**src/rtl/alu_pkg.sv**
```systemverilog
// Shared definitions for the Mic-1 ALU: widths, control-word layout and the
// named control encodings used by the microcode.
package alu_pkg;

  localparam int NBITS       = 16;
  localparam int ALU_CONTROL = 6;

  // Control word layout, MSB first: {F0,F1,ENA,ENB,INVA,INC}
  typedef struct packed {
    logic f0;
    logic f1;
    logic ena;
    logic enb;
    logic inva;
    logic inc;
  } alu_ctrl_t;

  typedef enum logic [1:0] {
    FN_AND  = 2'b00,
    FN_OR   = 2'b01,
    FN_NOTB = 2'b10,
    FN_ADD  = 2'b11
  } alu_fn_t;

  localparam logic [ALU_CONTROL-1:0] CTRL_A         = 6'h18;
  localparam logic [ALU_CONTROL-1:0] CTRL_B         = 6'h14;
  localparam logic [ALU_CONTROL-1:0] CTRL_NOTA      = 6'h1A;
  localparam logic [ALU_CONTROL-1:0] CTRL_NOTB      = 6'h2C;
  localparam logic [ALU_CONTROL-1:0] CTRL_APLUSB    = 6'h3C;
  localparam logic [ALU_CONTROL-1:0] CTRL_APLUSBINC = 6'h3D;
  localparam logic [ALU_CONTROL-1:0] CTRL_INCA      = 6'h39;
  localparam logic [ALU_CONTROL-1:0] CTRL_INCB      = 6'h35;
  localparam logic [ALU_CONTROL-1:0] CTRL_BMINUSA   = 6'h3F;
  localparam logic [ALU_CONTROL-1:0] CTRL_DECB      = 6'h36;
  localparam logic [ALU_CONTROL-1:0] CTRL_MINUSA    = 6'h3B;
  localparam logic [ALU_CONTROL-1:0] CTRL_AANDB     = 6'h0C;
  localparam logic [ALU_CONTROL-1:0] CTRL_AORB      = 6'h1C;
  localparam logic [ALU_CONTROL-1:0] CTRL_ZERO      = 6'h10;
  localparam logic [ALU_CONTROL-1:0] CTRL_ONE       = 6'h31;
  localparam logic [ALU_CONTROL-1:0] CTRL_MINUSONE  = 6'h32;

endpackage

```
**src/rtl/alu_adder.sv**
```systemverilog
// Ripple-carry adder with carry-in; the final carry out of the MSB is never
// needed by the datapath, so the chain stops at the top sum bit.
module alu_adder #(
  parameter int W = 16
) (
  input  logic [W-1:0] x,
  input  logic [W-1:0] y,
  input  logic         cin,
  output logic [W-1:0] sum
);

  logic [W-1:0] carry;

  assign carry[0] = cin;

  for (genvar gi = 0; gi < W; gi++) begin : g_bit
    assign sum[gi] = x[gi] ^ y[gi] ^ carry[gi];
    if (gi < W - 1) begin : g_carry
      assign carry[gi+1] = (x[gi] & y[gi]) | (carry[gi] & (x[gi] ^ y[gi]));
    end
  end

endmodule

```
**src/rtl/alu.sv**
```systemverilog
// Mic-1 datapath ALU: combinational result and N/Z flags, plus the N/Z
// registers sampled each cycle for the microsequencer's conditional branches.
module alu
  import alu_pkg::*;
(
  input  logic                   clk,
  input  logic                   rst,
  input  logic [NBITS-1:0]       a,
  input  logic [NBITS-1:0]       b,
  input  logic [ALU_CONTROL-1:0] ctrl,
  output logic [NBITS-1:0]       c,
  output logic                   n,
  output logic                   z,
  output logic                   n_q,
  output logic                   z_q
);

  alu_ctrl_t        cw;
  alu_fn_t          fn;
  logic [NBITS-1:0] ea;
  logic [NBITS-1:0] eb;
  logic [NBITS-1:0] ai;
  logic [NBITS-1:0] sum;

  assign cw = alu_ctrl_t'(ctrl);
  assign fn = alu_fn_t'({cw.f0, cw.f1});

  // Inversion follows the enable, so ENA=0 with INVA=1 gives all ones.
  assign ea = cw.ena ? a : '0;
  assign eb = cw.enb ? b : '0;
  assign ai = cw.inva ? ~ea : ea;

  alu_adder #(.W(NBITS)) u_adder (
    .x   (ai),
    .y   (eb),
    .cin (cw.inc),
    .sum (sum)
  );

  always_comb begin
    c = '0;
    unique case (fn)
      FN_AND:  c = ai & eb;
      FN_OR:   c = ai | eb;
      FN_NOTB: c = ~eb;
      FN_ADD:  c = sum;
      default: c = '0;
    endcase
  end

  assign n = c[NBITS-1];
  assign z = (c == '0);

  always_ff @(posedge clk) begin
    if (rst) begin
      n_q <= 1'b0;
      z_q <= 1'b0;
    end else begin
      n_q <= n;
      z_q <= z;
    end
  end

endmodule

```
**config.mk**
```make
export PLATFORM = sky130hd
export DESIGN_NAME = alu
export DESIGN_NICKNAME = d
export VERILOG_FILES = /design/src/rtl/alu_pkg.sv /design/src/rtl/alu_adder.sv /design/src/rtl/alu.sv
export SDC_FILE = /design/constraint.sdc
export NUM_CORES = 1
export LEC_CHECK = 0
export CAP_MARGIN = 20
export CORE_MARGIN = 10
export CORE_UTILIZATION = 49
export DETAILED_ROUTE_END_ITERATION = 7
export GPL_TIMING_DRIVEN = 0
export PLACE_DENSITY = 0.83
export SYNTH_ARGS = -nofsm -noshare
export SYNTH_HDL_FRONTEND = slang
export SYNTH_SLANG_ARGS = --single-unit
export TNS_END_PERCENT = 30
```
**constraint.sdc**
```tcl
create_clock -name clk -period 12.4 [get_ports clk]
set_input_delay 1.24 -clock clk [delete_from_list [all_inputs] [get_ports clk]]
set_output_delay 1.24 -clock clk [all_outputs]
set_load 0.01 [all_outputs]
```
==> metrics.txt <==
Slew Limit Fails=0; hold_sp=ctrl[4]; post-synthesis sequential area ratio=2.03%; Cell Area, Synth=0.00197 mm2; Synth Instances=250; Post-Route WL=5750 um; Die ar.=0.00696 mm2; Ys Warns=0; Peak VDD IR=~0.033 mV; Setup TNS=0 ns; crit share post-route=96.1%; fin worst setup slack=0.481 ns; Hold Crit Depth=4; drt pass-1 iters=4; FFs w/ async S/R, synth=0%; Register Area=40.0 um2; RSZ-0062 raised after global routing=no; Via density=around 5.4; crit end category=primary output; Primary FF master, synth=dfxtp_1; Final Hold Vio Count=0; most used cell along the critical path=fa_1; Pwr per Cell Area=61.0 mW/mm2; multi-input logic area=between 0.0015 and 0.002 mm2; io pins=60; Post-DP Area=0.00258 mm2; Post-synth EDFFs=0; Die W=83.4 um; Clk pin slew, worst setup/hold paths=0.03 ns; Max Clk Rate=83.9 MHz; Rel. slew slack=52.3%; drt drc=0; Worst Path Arrival=10.68 ns; CP Class=in2out; Net Count, Synth=337; crit path time final=between 10 and 15 ns; Port Buffers=55; CTS tree=done; die height=83.4 um; number of global-route vias before repair=between 2k and 2.5k; layout cells sized above 1=7.47%; CTS Buffer Depth=2; Max-Cap Viols=0; largest net degree at the start of global routing=11; CP delay by family, top=adder cells; CP max stage delay=0.56 ns; Area Growth Syn to Fin=33.4%; GRT Total Usage=16.1%; CP Launch Type=primary input; CP required=11.16 ns; Worst-Margin Slew=0.716 ns; M1 WL=2420 um; Yosys reg bits=2; DR vias=1,936; nets@finish=397; outcome=completed; dpl hpwl=between 4000 and 5000 um; GRT overflow=0; final RePlAce weighted congestion=0.909; Site Rows=22; Syn Area/Cell=7.88 um2; post-place setup slack=around 0.33 ns; H-tree levels=1; largest fanout on the critical path=10; Distinct cells, synth=45; final setup vio count=0; Root Buffer Master=clkbuf_8; Sink Count=2; worst hold margin=1.55 ns; first-pass GRT wire length=between 9000 and 10,000 um; met2 wire length=about 2800 um; Slowest cell on crit path=clkdlybuf4s50_1; final instance area=about 0.0026 mm2; CORE AREA=0.00377 mm2; antenna viol nets, final=0; WP buf/inv=7; HP Class=in2reg; initial antenna violation count=0; Fillers=322; Hold Path Sink=z_q$_SDFF_PP0_; Crit path depth=27; Static Leak=0.00126 uW; Tot Pwr=160 uW; DR iter-0 viols=168; met3 WL=~470 um; ANT cells=0; TritonCTS Buffers=3; top sig layer=met4; starting density of the core=52.3%; wire per inst=16.1 um
[cell type report]
| class | instances | area share, % |
|---|---|---|
| plain buffers | 16 | 3.00 |
| clock buffers | 3 | 1.57 |
| inverters | 47 | 6.71 |
| multi-input cells | 185 | 64.0 |
| flip-flops and latches | 2 | 1.52 |
| well taps | 48 | 2.28 |
| repair buffers | 55 | 20.9 |
[kinds of logic after synthesis]
family	after synthesis	synth area share, %
simple gates	77	19.8
compound gates	33	12.1
mux	11	10.0
xor+xnor	17	7.56
flops	2	2.03
buf+inv	63	13.0
fa+ha+maj	47	35.6
[cell usage after synthesis, types with 3 or more instances]
cell	count	area share [%]
ha_1	32	20
inv_1	46	8.8
fa_1	15	15
o311a_1	4	2.0
mux4_2	7	8.0
xnor2_1	16	7.1
mux2i_1	4	2.0
o21ai_0	8	2.0
nor2b_1	12	3.8
buf_2	6	1.5
nand2_1	41	7.8
nor3_1	4	1.0
o211ai_1	3	1.1
nand3_1	4	1.0
nand4b_1	3	1.3
clkbuf_1	7	1.3
a31oi_1	3	0.95
[worst min-delay path: cells and delay by family]
kind / cells / cell delay [ns]
compound gates: 1 / 0.16
simple gates: 2 / 0.19
buf+inv: 1 / 0.12
[metal layers]
metal	vias up	track usage, %
li1	932	-
met1	900	20.2
met2	93	27.2
met3	11	3.32
met4	0	4.08
met5	-	0
[state kept, by name, summed over array words and instances (netlist names)]
register	count
z_q	1
n_q	1
[layout by cell type (no fill, tap or decap), types with 2 or more instances in the layout]
master / Yosys / layout
a21o_1: 2 / 2
o22ai_1: 2 / 2
nand3_1: 4 / 4
buf_2: 6 / 6
a311o_1: 2 / 2
clkdlybuf4s50_1: 0 / 55
mux4_2: 7 / 7
dfxtp_1: 2 / 2
inv_1: 46 / 46
clkbuf_1: 7 / 7
o21ai_0: 8 / 8
a31oi_1: 3 / 3
xnor2_1: 16 / 16
ha_1: 32 / 32
nand2_1: 41 / 41
fa_1: 15 / 15
mux2i_1: 4 / 4
o311a_1: 4 / 4
nor3_1: 4 / 4
nor2b_1: 12 / 12
o211ai_1: 3 / 3
nand4_1: 2 / 2
nand4b_1: 3 / 3
and4_1: 2 / 2
nor2_1: 2 / 2
clkbuf_8: 0 / 3
[through the flow]
stage | util, % | instances
2_1_floorplan | - | 250
3_3_place_gp | 68.4 | 353
3_5_place_dp | 68.4 | 353
4_1_cts | 69.5 | 356
5_1_grt | 69.7 | 356
6_report | 69.7 | 356
[how the worst max path moves through the flow]
stage,endpoint,start,slack [ns]
CTS,z,ctrl[2],0.32
detailed placement,z,ctrl[2],0.33
global placement,z,ctrl[2],0.36
global route,z,ctrl[2],0.01
floorplan,z,ctrl[1],1.60
finish,z,ctrl[2],0.48
[report_power, final]
| group | total [uW] | internal, uW | switching (uW) |
|---|---|---|---|
| combinational | 127 | 64.6 | 62.2 |
| sequential | 6.95 | 6.88 | 0.0731 |
| clock | 26.7 | 20.6 | 6.10 |
[timing repair]
item | CTS | global route
setup buffers | 0 | 0
endpoints found under the setup margin | 0 | 1
gates resized for setup | 0 | 2
hold buffers | 0 | 0
(Power assumes the default switching activity.)
==> RTL change: new RTL, same settings <==
Make the reset (`rst`) asynchronous in one clocked block.
--- a/src/rtl/alu.sv
+++ b/src/rtl/alu.sv
@@ -52,5 +52,5 @@
   assign z = (c == '0);
 
-  always_ff @(posedge clk) begin
+  always_ff @(posedge clk or posedge rst) begin
     if (rst) begin
       n_q <= 1'b0;
Function: differs if rst is asserted again (counterexample within 4 cycles, from zero or initial values and one cycle with rst high); with rst held inactive, the same outputs for 10 cycles.
==> RTL change against the original RTL <==
Routed wire length is 19% lower. Cell area is 5.7% lower. Sequential cell count stayed put. Setup slack gained 0.045 ns. Non-clock buffer count decreased by 3. Area after synthesis is 7.7% lower. Critical path type unchanged. Clock power barely moved. Total power fell by 7.1%. Sequential power up 4.9%.
==> RTL change: results (changes against the original RTL) <==
Seq group: 7.29 uW (+4.9%)
Share of layout cells above drive strength 1: 0.1194 (+0.04473)
Critical Path Max Stage Delay: 0.58 ns (+0.02 ns)
Unique cell type count in the Yosys netlist: 32 (-29%)
Gr usage total: 0.1453 (-0.01574)
Syn Nets: 296 (-12%)
# nets final: 357 (-10%)
Worst setup margin: 0.5267 ns (+0.04531 ns)
Routed WL per cell: 14.72 microns (-8.8%)
Synth async-reset ratio: 1.000 (+1.000)
Predominant post-synthesis flop cell: dfrtp_1
CP startpoint: a[0]
Peak supply drop: 0.00002665 V (-18%)
WP data arrival: 10.63 ns (-0.05 ns)
Vias in the first global route: 1608 (-22%)
CP max FO: 4 (-6)
Initial drt markers: 83 (-51%)
Synthesis Warnings: 0 (unchanged)
Crit path to: z
Top cells by count, synth: inv_1 (49), ha_1 (32), nand2_1 (32), xnor2_1 (16), fa_1 (15)
Pre-CTS setup slack: 0.5459 ns (+0.2168 ns)
Post-DP HPWL: 3920 microns (-19%)
Slew headroom: 0.6945 (+0.1719)
GPL Wtd Cong: 0.8128 (-11%)
Number of H-tree levels: 1 (unchanged)
Sw Share: 0.4007 (-0.02553)
Outcome: finished clean
First-pass GRT wire length: 7617 microns (-21%)
IO Port Bufs: 56 (+1.8%)
Synth top area cells: ha_1 (22%), fa_1 (17%), mux4_2 (16%)
Combinational power: 115 uW (-9%)
Vias/cell: 4.946 (-9.0%)
RTL change: per-stage QoR:
stage	instances	area (sq um)	power [mW]	utilization
3_3_place_gp	313	2439	0.1195	0.6711
2_1_floorplan	209	1818	0.07590	-
6_report	316	2480	0.1491	0.6825
3_5_place_dp	313	2439	0.1229	0.6711
4_1_cts	316	2480	0.1504	0.6825
5_1_grt	316	2480	0.1628	0.6825
RTL change: kinds of logic after synthesis:
kind of cell / share of synthesized area
multiplexers: 0.1610
XOR/XNOR: 0.08190
adder cells (fa/ha/maj): 0.3854
AND/OR/NAND/NOR: 0.1315
buffers and inverters: 0.1459
AO/OA/AOI/OAI: 0.06677
flip-flops: 0.02753
RTL change: cell type report:
| type | count | area [sq um] |
|---|---|---|
| plain buffers | 12 | 77.57 |
| clock buffers | 3 | 41.29 |
| fillers | 310 | 1154 |
| inverters | 50 | 187.7 |
| multi-input cells | 145 | 1503 |
| flip-flops and latches | 2 | 50.05 |
| well taps | 48 | 60.06 |
| repair buffers | 56 | 560.5 |
RTL change: how the worst min path moves through the flow:
stage | slack (ns) | depth (start not counted) | to | from
2_1_floorplan | 0.98 | 1 | n_q | rst
3_3_place_gp | 1.40 | 2 | z_q | rst
3_5_place_dp | 1.40 | 2 | n_q | rst
4_1_cts | 1.19 | 2 | n_q | rst
5_1_grt | 1.23 | 2 | n_q | rst
6_report | 1.19 | 2 | n_q | rst
RTL change: layer usage:
layer | up-vias | part of all wire | track usage
li1 | 766 | - | -
met1 | 727 | 0.39 | 0.1700
met2 | 61 | 0.50 | 0.2683
met3 | 9 | 0.087 | 0.02428
met4 | 0 | 0.015 | 0.03460
met5 | - | 0 | 0
